File: src/rtl/cpu_pkg.sv
// Shared types and constants for the 5-stage pipeline core.
package cpu_pkg;

    localparam int XLEN       = 32;
    localparam int REG_ADDR_W = 5;
    localparam int CTRL_W     = 16;

    typedef logic [XLEN-1:0]       word_t;
    typedef logic [REG_ADDR_W-1:0] reg_addr_t;
    typedef logic [CTRL_W-1:0]     ctrl_t;

    localparam word_t STACK_ADDRESS = 32'h0000_3FFC;
    localparam word_t MMIO_ADDRESS  = 32'h0000_8000;

    // A source operand depends on a writer when the instruction really reads it,
    // it is not x0, and the writer is live and targets the same register.
    function automatic logic reg_match(input reg_addr_t rs, input logic en,
                                       input logic wr_valid, input reg_addr_t rd);
        return en && (rs != '0) && wr_valid && (rs == rd);
    endfunction

endpackage

File: src/rtl/id_ex_stage_operand_forward.sv
// Per-operand hazard detection and bypass selection (one instance per source).
// Build option: IDEX_FWD_EN enables the EX/MEM and WB bypass muxes; without it
// the operand always comes from the register file and any in-flight writer stalls.
module operand_forward
    import cpu_pkg::*;
(
    input  logic [REG_ADDR_W-1:0] rs,
    input  logic                  en,
    input  logic [XLEN-1:0]       rf_rdata,
    input  logic                  ex_wr_valid,
    input  logic [REG_ADDR_W-1:0] ex_rd,
    input  logic                  ex_is_load,
    input  logic                  mem_wr_valid,
    input  logic [REG_ADDR_W-1:0] mem_rd,
    input  logic                  mem_is_load,
    input  logic [XLEN-1:0]       mem_wdata,
    input  logic                  wb_wr_valid,
    input  logic [REG_ADDR_W-1:0] wb_rd,
    input  logic [XLEN-1:0]       wb_wdata,
    output logic [XLEN-1:0]       operand,
    output logic                  fwd_hit,
    output logic                  stall
);

    logic ex_match;
    logic mem_match;

    assign ex_match  = reg_match(rs, en, ex_wr_valid, ex_rd);
    assign mem_match = reg_match(rs, en, mem_wr_valid, mem_rd);

`ifdef IDEX_FWD_EN
    logic wb_match;

    assign wb_match = reg_match(rs, en, wb_wr_valid, wb_rd);

    // Only loads stall: their data is not ready in EX or EX/MEM. EX non-load
    // results are bypassed inside EX itself, so they are not our concern.
    assign stall = (ex_match && ex_is_load) || (mem_match && mem_is_load);

    // Youngest available value wins: EX/MEM ALU result, then WB, then the file.
    always_comb begin
        operand = rf_rdata;
        fwd_hit = 1'b0;
        if (rs == '0) begin
            operand = '0;
        end else if (mem_match && !mem_is_load) begin
            operand = mem_wdata;
            fwd_hit = 1'b1;
        end else if (wb_match) begin
            operand = wb_wdata;
            fwd_hit = 1'b1;
        end
    end
`else
    logic unused_taps;

    // No bypass: interlock on any pending writer ahead of us. WB is excluded
    // because its negedge write is already visible on rf_rdata.
    assign stall       = ex_match || mem_match;
    assign unused_taps = ^{ex_is_load, mem_is_load, mem_wdata, wb_wr_valid, wb_rd, wb_wdata};

    // Operand straight from the register file, x0 forced to zero.
    always_comb begin
        operand = (rs == '0) ? '0 : rf_rdata;
        fwd_hit = 1'b0;
    end
`endif

endmodule

File: src/rtl/id_ex_stage.sv
// ID->EX pipeline register: operand fetch, RAW hazard resolution and
// registered decode fields towards EX.
// Build option: IDEX_FWD_EN selects forwarding (default build: interlock only).
module id_ex_stage
    import cpu_pkg::*;
#(
    parameter int CNT_W = 32
) (
    input  logic                  clk,
    input  logic                  rst,
    input  logic                  id_valid,
    output logic                  id_ready,
    input  logic [XLEN-1:0]       id_pc,
    input  logic [REG_ADDR_W-1:0] id_rs1,
    input  logic [REG_ADDR_W-1:0] id_rs2,
    input  logic                  id_rs1_en,
    input  logic                  id_rs2_en,
    input  logic [REG_ADDR_W-1:0] id_rd,
    input  logic                  id_reg_write,
    input  logic                  id_mem_read,
    input  logic [XLEN-1:0]       id_imm,
    input  logic [CTRL_W-1:0]     id_ctrl,
    input  logic [XLEN-1:0]       rf_rdata1,
    input  logic [XLEN-1:0]       rf_rdata2,
    input  logic                  mem_wr_valid,
    input  logic [REG_ADDR_W-1:0] mem_rd,
    input  logic                  mem_is_load,
    input  logic [XLEN-1:0]       mem_wdata,
    input  logic                  wb_wr_valid,
    input  logic [REG_ADDR_W-1:0] wb_rd,
    input  logic [XLEN-1:0]       wb_wdata,
    input  logic                  flush,
    output logic                  ex_valid,
    input  logic                  ex_ready,
    output logic [XLEN-1:0]       ex_pc,
    output logic [XLEN-1:0]       ex_imm,
    output logic [XLEN-1:0]       ex_rs1_data,
    output logic [XLEN-1:0]       ex_rs2_data,
    output logic [REG_ADDR_W-1:0] ex_rd,
    output logic                  ex_reg_write,
    output logic                  ex_mem_read,
    output logic [CTRL_W-1:0]     ex_ctrl,
    output logic [CNT_W-1:0]      stall_cnt
);

    // Handshake: an instruction moves on a clock edge where valid && ready are
    // both high on that side. id_ready depends only on the hazard check and on
    // whether the EX-side slot is empty or being drained (never on id_valid or
    // flush). The EX side holds every ex_* output while ex_valid && !ex_ready.

    logic            stall_rs1;
    logic            stall_rs2;
    logic            hazard;
    logic            transfer;
    logic            ex_wr_valid;
    logic [XLEN-1:0] op1;
    logic [XLEN-1:0] op2;
    logic [1:0]      fwd_hits_unused;

    assign ex_wr_valid = ex_valid && ex_reg_write;

    operand_forward u_fwd_rs1 (
        .rs           (id_rs1),
        .en           (id_rs1_en),
        .rf_rdata     (rf_rdata1),
        .ex_wr_valid  (ex_wr_valid),
        .ex_rd        (ex_rd),
        .ex_is_load   (ex_mem_read),
        .mem_wr_valid (mem_wr_valid),
        .mem_rd       (mem_rd),
        .mem_is_load  (mem_is_load),
        .mem_wdata    (mem_wdata),
        .wb_wr_valid  (wb_wr_valid),
        .wb_rd        (wb_rd),
        .wb_wdata     (wb_wdata),
        .operand      (op1),
        .fwd_hit      (fwd_hits_unused[0]),
        .stall        (stall_rs1)
    );

    operand_forward u_fwd_rs2 (
        .rs           (id_rs2),
        .en           (id_rs2_en),
        .rf_rdata     (rf_rdata2),
        .ex_wr_valid  (ex_wr_valid),
        .ex_rd        (ex_rd),
        .ex_is_load   (ex_mem_read),
        .mem_wr_valid (mem_wr_valid),
        .mem_rd       (mem_rd),
        .mem_is_load  (mem_is_load),
        .mem_wdata    (mem_wdata),
        .wb_wr_valid  (wb_wr_valid),
        .wb_rd        (wb_rd),
        .wb_wdata     (wb_wdata),
        .operand      (op2),
        .fwd_hit      (fwd_hits_unused[1]),
        .stall        (stall_rs2)
    );

    assign hazard   = stall_rs1 || stall_rs2;
    assign id_ready = !hazard && (!ex_valid || ex_ready);
    assign transfer = id_valid && id_ready;

    // Pipeline register: flush kills, a transfer loads, a drain inserts a bubble.
    always_ff @(posedge clk or posedge rst) begin
        if (rst) begin
            ex_valid     <= 1'b0;
            ex_pc        <= '0;
            ex_imm       <= '0;
            ex_rs1_data  <= '0;
            ex_rs2_data  <= '0;
            ex_rd        <= '0;
            ex_reg_write <= 1'b0;
            ex_mem_read  <= 1'b0;
            ex_ctrl      <= '0;
        end else if (flush) begin
            ex_valid <= 1'b0;
        end else if (transfer) begin
            ex_valid     <= 1'b1;
            ex_pc        <= id_pc;
            ex_imm       <= id_imm;
            ex_rs1_data  <= op1;
            ex_rs2_data  <= op2;
            ex_rd        <= id_rd;
            ex_reg_write <= id_reg_write;
            ex_mem_read  <= id_mem_read;
            ex_ctrl      <= id_ctrl;
        end else if (ex_ready) begin
            ex_valid <= 1'b0;
        end
    end

    // Count cycles a waiting decode instruction is held back by a RAW hazard;
    // sticks at all-ones rather than wrapping.
    always_ff @(posedge clk or posedge rst) begin
        if (rst) begin
            stall_cnt <= '0;
        end else if (id_valid && hazard && !flush && (stall_cnt != '1)) begin
            stall_cnt <= stall_cnt + CNT_W'(1);
        end
    end

endmodule
File: config.mk
export PLATFORM = sky130hd
export DESIGN_NAME = id_ex_stage
export DESIGN_NICKNAME = d
export VERILOG_FILES = /design/src/rtl/cpu_pkg.sv /design/src/rtl/id_ex_stage_operand_forward.sv /design/src/rtl/id_ex_stage.sv
export SDC_FILE = /design/constraint.sdc
export NUM_CORES = 1
export LEC_CHECK = 0
export CORE_AREA = 5 5 162 164
export CTS_BUF_LIST = sky130_fd_sc_hd__clkbuf_4
export CTS_CLUSTER_SIZE = 40
export DETAILED_ROUTE_END_ITERATION = 7
export DIE_AREA = 0 0 167 169
export PLACE_DENSITY = 0.67
export SYNTH_ARGS = -nofsm -noshare
export SYNTH_HDL_FRONTEND = slang
export SYNTH_SLANG_ARGS = --single-unit
File: constraint.sdc
create_clock -name clk -period 12.79 [get_ports clk]
set_clock_uncertainty 0.05 [all_clocks]
set_input_delay 3.837 -clock clk [delete_from_list [all_inputs] [get_ports clk]]
set_output_delay 3.837 -clock clk [all_outputs]
set_load 0.005 [all_outputs]
==> impl_metrics.ini, run 1 <==
[run_status]
status = finished, final reports clean

[pwr]
power_density_mw_per_mm2 = 118
swShare_pct = 28.5
switchingPower_mw = 0.398
vdd_drop_max_v = 0.0000608
leakagePower_nw = 4.99
combPwrFrac_pct = 26.5
internal-power_mw = 1.00
total_power_mw = 1.40
pwr-share-clk_pct = 22.6
p_seq_share_pct = 50.9

[sta]
setup_slack_ns = 2.69
max_slew_margin_pct = 31.8
hold_viol_final = 0
fin_tns_setup_ns = 0
whs_ns = 0.447
rsz0062_at_grt = no
drv_slew = 0
fin_crit_ns = 10.10
fin_crit_sh_pct = 79.0
clock.fmax_ghz = 0.0990
tightest_slew_ns = 1.02
setup_viol = 0

[setup_path]
worstPathRequired_ns = 8.90
crit_family = buffers and inverters
path_buf_inv = 3
crit_type = in -> out
worstPathArrival_ns = 6.21
cp-start-kind = input port
cp-end-kind = primary output
cp_cell_sequence = clkdlybuf4s50_1 > xor2_1 > nor4_1 > a32oi_1 > o22ai_2 > buf_4 > nor2_1 > clkdlybuf4s50_1
cp_max_fo = 32
slowest_stage = clkdlybuf4s50_1
slowest_delay_ns = 0.49
cp_common_cell = clkdlybuf4s50_1

[clock_tree]
postCtsSetupBuffers = 0
clkSlewWorstSetupHoldPaths_ns = 0.16
ctsLongestPathBuffers = 2
holdBufCountCts = 0
clkLatencyLatePin_ns = 0.56
numCtsBuffers = 17
htree_levels = 4
cts.sinks = 184
cts_tree = yes
cts_root_buf = clkbuf_4
cts_resized = 0

[floorplanning]
core-area_mm2 = 0.0247
start_util_pct = 31.1
design.die.area_mm2 = 0.0282
rows = 58
die_height_um = 169
die_w_um = 167
io_pins = 430

[synth]
ys_warn_count = 0
synth.area.top_cells = dfrtp_1, mux2_2, nand2_1
synth_cell_types = 35
syn-instance-count = 675
ys_seq_area_share_pct = 59.7
ys_ff_latch = 184
yosys.area.top_type = dfrtp_1
syn_nets = 921
avgSynthCellArea_um2 = 11.4
ys.flop_type = dfrtp_1
synth_area_mm2 = 0.00771
synth_edf_count = 0
async_reset_ff_share_pct = 100
netlist.area_leader.share_pct = 59.7

[place]
hpwlAfterDp_um = 17100
dp_worst_setup_slack_ns = 2.66
portBuffers = 358
gp_congestion = 0.862

[global_route]
met2_usage_pct = 26.6
grt_max_degree = 113
grt_overflow = 0
grt_pass1_wl_um = 36400
track_usage_pct = 16.2
grt_util_met3_pct = 4.44
antenna_found_initial = 0
grt_pass1_vias = 6322
met1_usage_pct = 20.9
gr-max-usage-layer = met2

[route]
ant_nets = 0
drt_pass1_iterations = 4
totalWireLength_um = 23100
drc = 0
vias_per_cell = 4.48
first_iter_violations = 442
vias = 6121
wl_per_cell_um = 16.9

[layout]
drive_gt1_share_pct = 13.1
area_growth_pct = 54.0
nets = 1269
fill_cells = 2284
antennaDiodeCount = 0

[min_path]
holdCritPathClass = reg -> reg

[job]
maxCapViolations = 0
final cells by class:
class                           count  area [um^2]  share of cell area (%)
Clock inverter                     14          136                    1.15
Sequential cell                   184         4600                    38.8
Clock buffer                       17          128                    1.07
Multi-Input combinational cell    450         2930                    24.7
Tap cell                          330          413                    3.48
Inverter                            4         20.0                   0.169
Timing Repair Buffer              366         3640                    30.7
cells by family after synthesis:
| kind of cell | Yosys count | share of synthesized area (%) |
|---|---|---|
| buffers and inverters | 41 | 2.58 |
| multiplexers | 88 | 12.9 |
| AO/OA/AOI/OAI | 72 | 4.98 |
| XOR/XNOR | 51 | 5.80 |
| flip-flops | 184 | 59.7 |
| adder cells (fa/ha/maj) | 1 | 0.162 |
| AND/OR/NAND/NOR | 238 | 13.9 |
flip-flops by register name (all words and copies together), names as in the netlist:
| signal | count |
|---|---|
| stall_cnt | 32 |
| ex_rd | 5 |
| ex_rs1_data | 32 |
| ex_mem_read | 1 |
| ex_reg_write | 1 |
| ex_ctrl | 16 |
| ex_valid | 1 |
| ex_pc | 32 |
| ex_rs2_data | 32 |
| ex_imm | 32 |
per-stage QoR:
step           std cells  utilization [%]  area (um^2)
2_1_floorplan        675                -         7710
3_3_place_gp        1334             46.9        11600
3_5_place_dp        1334             46.9        11600
4_1_cts             1365             48.0        11900
5_1_grt             1365             48.0        11900
6_report            1365             48.0        11900
cell usage in the layout, fill, tap and decap left out, drive strengths merged, types with 2 or more instances in the layout:
cell / n
a21oi: 2
a32oi: 2
and2: 2
and3: 6
buf: 8
clkbuf: 17
clkdlybuf4s50: 358
clkinv: 7
dfrtp: 184
inv: 10
mux2: 88
nand2: 144
nand3: 30
nand4: 13
nor2: 17
nor3: 9
nor4: 8
nor4b: 2
o21ai: 64
or4: 2
xnor2: 32
xor2: 19
worst min-delay path, delay by kind of cell, from the launching register on:
| kind | cells | cell delay [ns] |
|---|---|---|
| simple gates | 1 | 0.05 |
| flops | 1 | 0.37 |
| compound gates | 1 | 0.06 |
routing by layer:
layer / wire length, um / up-vias
li1: - / 2983
met5: 0 / -
met3: 1500 / 25
met1: 9750 / 2902
met2: 11400 / 211
met4: 466 / 0
synthesized netlist by cell type (2+ instances only):
library cell	count
mux2_2	88
nor4b_1	2
a32oi_1	2
dfrtp_1	184
xor2_1	19
o21ai_0	64
nor3_1	8
nand2_1	144
clkbuf_1	16
and2_1	2
xnor2_1	32
or4_4	2
inv_1	4
and3_1	5
buf_2	15
nand3_1	30
nor4_1	7
nand4_1	13
buf_4	5
nor2_1	17
a21oi_1	2
power by group through the flow:
stage / Sequential (mW) / Clock [mW] / Combinational (mW)
final: 0.712 / 0.315 / 0.371
after global routing: 0.724 / 0.358 / 0.403
after CTS: 0.712 / 0.333 / 0.379
after detailed placement: 0.725 / 0 / 0.378
after global placement: 0.720 / 0 / 0.375
after floorplan: 0.729 / 0 / 0.108
path summary, 6_finish.rpt:
kind	from	slack, ns	cells past startpoint	endpoint
setup reg to reg	ex_rd[1]	9.31	6	ex_pc[31]
setup / recovery	id_rs2[1]	2.69	8	id_ready
hold reg to reg	ex_rs2_data[11]	0.45	2	ex_rs2_data[11]
min in group asynchronous	rst	3.57	2	ex_imm[17]
hold / removal	ex_rs2_data[11]	0.45	2	ex_rs2_data[11]
max in group asynchronous	rst	7.72	3	ex_rs2_data[9]
(Power assumes the default switching activity.)
==> run 2: changes to the inputs <==
PLACE_DENSITY = 0.69   (was 0.67)
clock period = 9.1 ns   (was 12.79 ns; I/O delays follow)
==> impl_metrics.ini, run 2 (synthesis results as in run 1) <==
[route]
first_iter_violations = 377
drc = 0
wl_per_cell_um = 17.1
totalWireLength_um = 23300
ant_nets = 0
vias_per_cell = 4.61
drt_pass1_iterations = 4
vias = 6303

[clock_tree]
numCtsBuffers = 17
htree_levels = 4
clkLatencyLatePin_ns = 0.55
ctsLongestPathBuffers = 2
holdBufCountCts = 0
cts_resized = 0
cts.sinks = 184
cts_root_buf = clkbuf_4
postCtsSetupBuffers = 0
cts_tree = yes
clkSlewWorstSetupHoldPaths_ns = 0.16

[global_route]
gr-max-usage-layer = met2
track_usage_pct = 16.2
grt_pass1_wl_um = 36500
grt_overflow = 0
antenna_found_initial = 1
grt_pass1_vias = 6466
grt_util_met3_pct = 4.48
met1_usage_pct = 20.0
grt_max_degree = 185
met2_usage_pct = 28.2

[sta]
setup_viol = 0
fin_crit_sh_pct = 83.9
drv_slew = 0
rsz0062_at_grt = no
tightest_slew_ns = 1.07
hold_viol_final = 0
clock.fmax_ghz = 0.131
whs_ns = 0.447
max_slew_margin_pct = 28.8
fin_crit_ns = 7.64
fin_tns_setup_ns = 0

[floorplanning]
start_util_pct = 31.1
die_w_um = 167
rows = 58
io_pins = 430
design.die.area_mm2 = 0.0282
die_height_um = 169
core-area_mm2 = 0.0247

[layout]
area_growth_pct = 54.2
drive_gt1_share_pct = 13.1
nets = 1268
layout_common_cells = clkdlybuf4s50_1, dfrtp_1, nand2_1
final_common_cell = clkdlybuf4s50_1
fill_cells = 2312

[setup_path]
cp_common_cell = clkdlybuf4s50_1
crit_family = buffers and inverters
reg2reg_depth = 6
slowest_delay_ns = 0.56
timing.rr.start = ex_rd[4]
slowest_stage = clkdlybuf4s50_1
worstPathRequired_ns = 6.32
worstPathArrival_ns = 4.86
crit_type = in -> out
ff2ff_setup_slack_ns = 6.41
cp_cell_sequence = clkdlybuf4s50_1 > xor2_1 > nor4_1 > a32oi_1 > o22ai_2 > nor2_1 > clkdlybuf4s50_1
cp_max_fo = 3
cp-start-kind = input port
path_buf_inv = 2
cp-end-kind = primary output
r2r-end = ex_pc[0]

[place]
portBuffers = 358
hpwlAfterDp_um = 17200
gp_congestion = 0.796

[min_path]
hp-start = ex_rs1_data[20]
holdPathEnd = ex_rs1_data[20]
min_path_cells = 2
holdCritPathClass = reg -> reg

[job]
maxCapViolations = 0

[run_status]
status = finished, final reports clean

[pwr]
leakagePower_nw = 4.99
power_density_mw_per_mm2 = 166
vdd_drop_max_v = 0.0000784
-- run 2: cell types whose count changed in the layout (fill, tap and decap cells not counted) --
cell,change
buf_12,+1
buf_4,-2
clkinv_4,-1
diode_2,+1
clkinvlp_4,+1
clkbuf_4,+1
-- run 2: metal layers --
layer / share of wire (%) / routed length (um) / up-vias
met2: 51 / 11900 / 215
met1: 41 / 9550 / 3070
met3: 6.3 / 1460 / 28
li1: - / - / 2990
met4: 1.7 / 398 / 0
met5: 0 / 0 / -
-- run 2: how the worst max path moves through the flow --
stage	cells past startpoint	end	slack, ns	start
2_1_floorplan	1	ex_ctrl[0]	1.32	rst
3_3_place_gp	7	id_ready	1.47	mem_rd[4]
3_5_place_dp	7	id_ready	1.44	id_rs1[1]
4_1_cts	7	id_ready	1.44	id_rs1[3]
5_1_grt	7	id_ready	1.32	id_rs1[1]
6_report	7	id_ready	1.46	id_rs1[1]
-- run 2: cell type report --
class	instances	area (um^2)	area share, %
inverter	4	20.0	0.168
tap	330	413	3.47
clock inverter	14	135	1.14
antenna	1	2.50	0.0211
clock buffer	18	135	1.14
timing repair buffer	365	3650	30.7
multi-input combinational	450	2930	24.6
sequential	184	4600	38.7
-- run 2: metrics by stage --
step	instance area, um^2	util, %	worst slack (ns)	std cells	power, mW
6_report	11900	48.0	1.46	1366	1.97
3_3_place_gp	11600	46.9	1.47	1333	1.54
5_1_grt	11900	48.0	1.32	1366	2.09
4_1_cts	11900	48.0	1.44	1365	2.01
3_5_place_dp	11600	46.9	1.44	1333	1.55
2_1_floorplan	7710	-	1.32	675	1.18
-- run 2: worst reg2reg max path, stage by stage (launching register included) --
cell	delay, ns
dfrtp_1	0.47
xor2_1	0.17
nor4_1	0.30
a32oi_1	0.20
o221ai_4	0.29
buf_12	0.51
mux2_2	0.62
-- run 2: where the power goes --
part           switching (mW)  total (mW)  internal, mW
registers              0.0652        1.00         0.936
clock network           0.320       0.445         0.125
logic                   0.174       0.523         0.350
total                   0.559        1.97          1.41
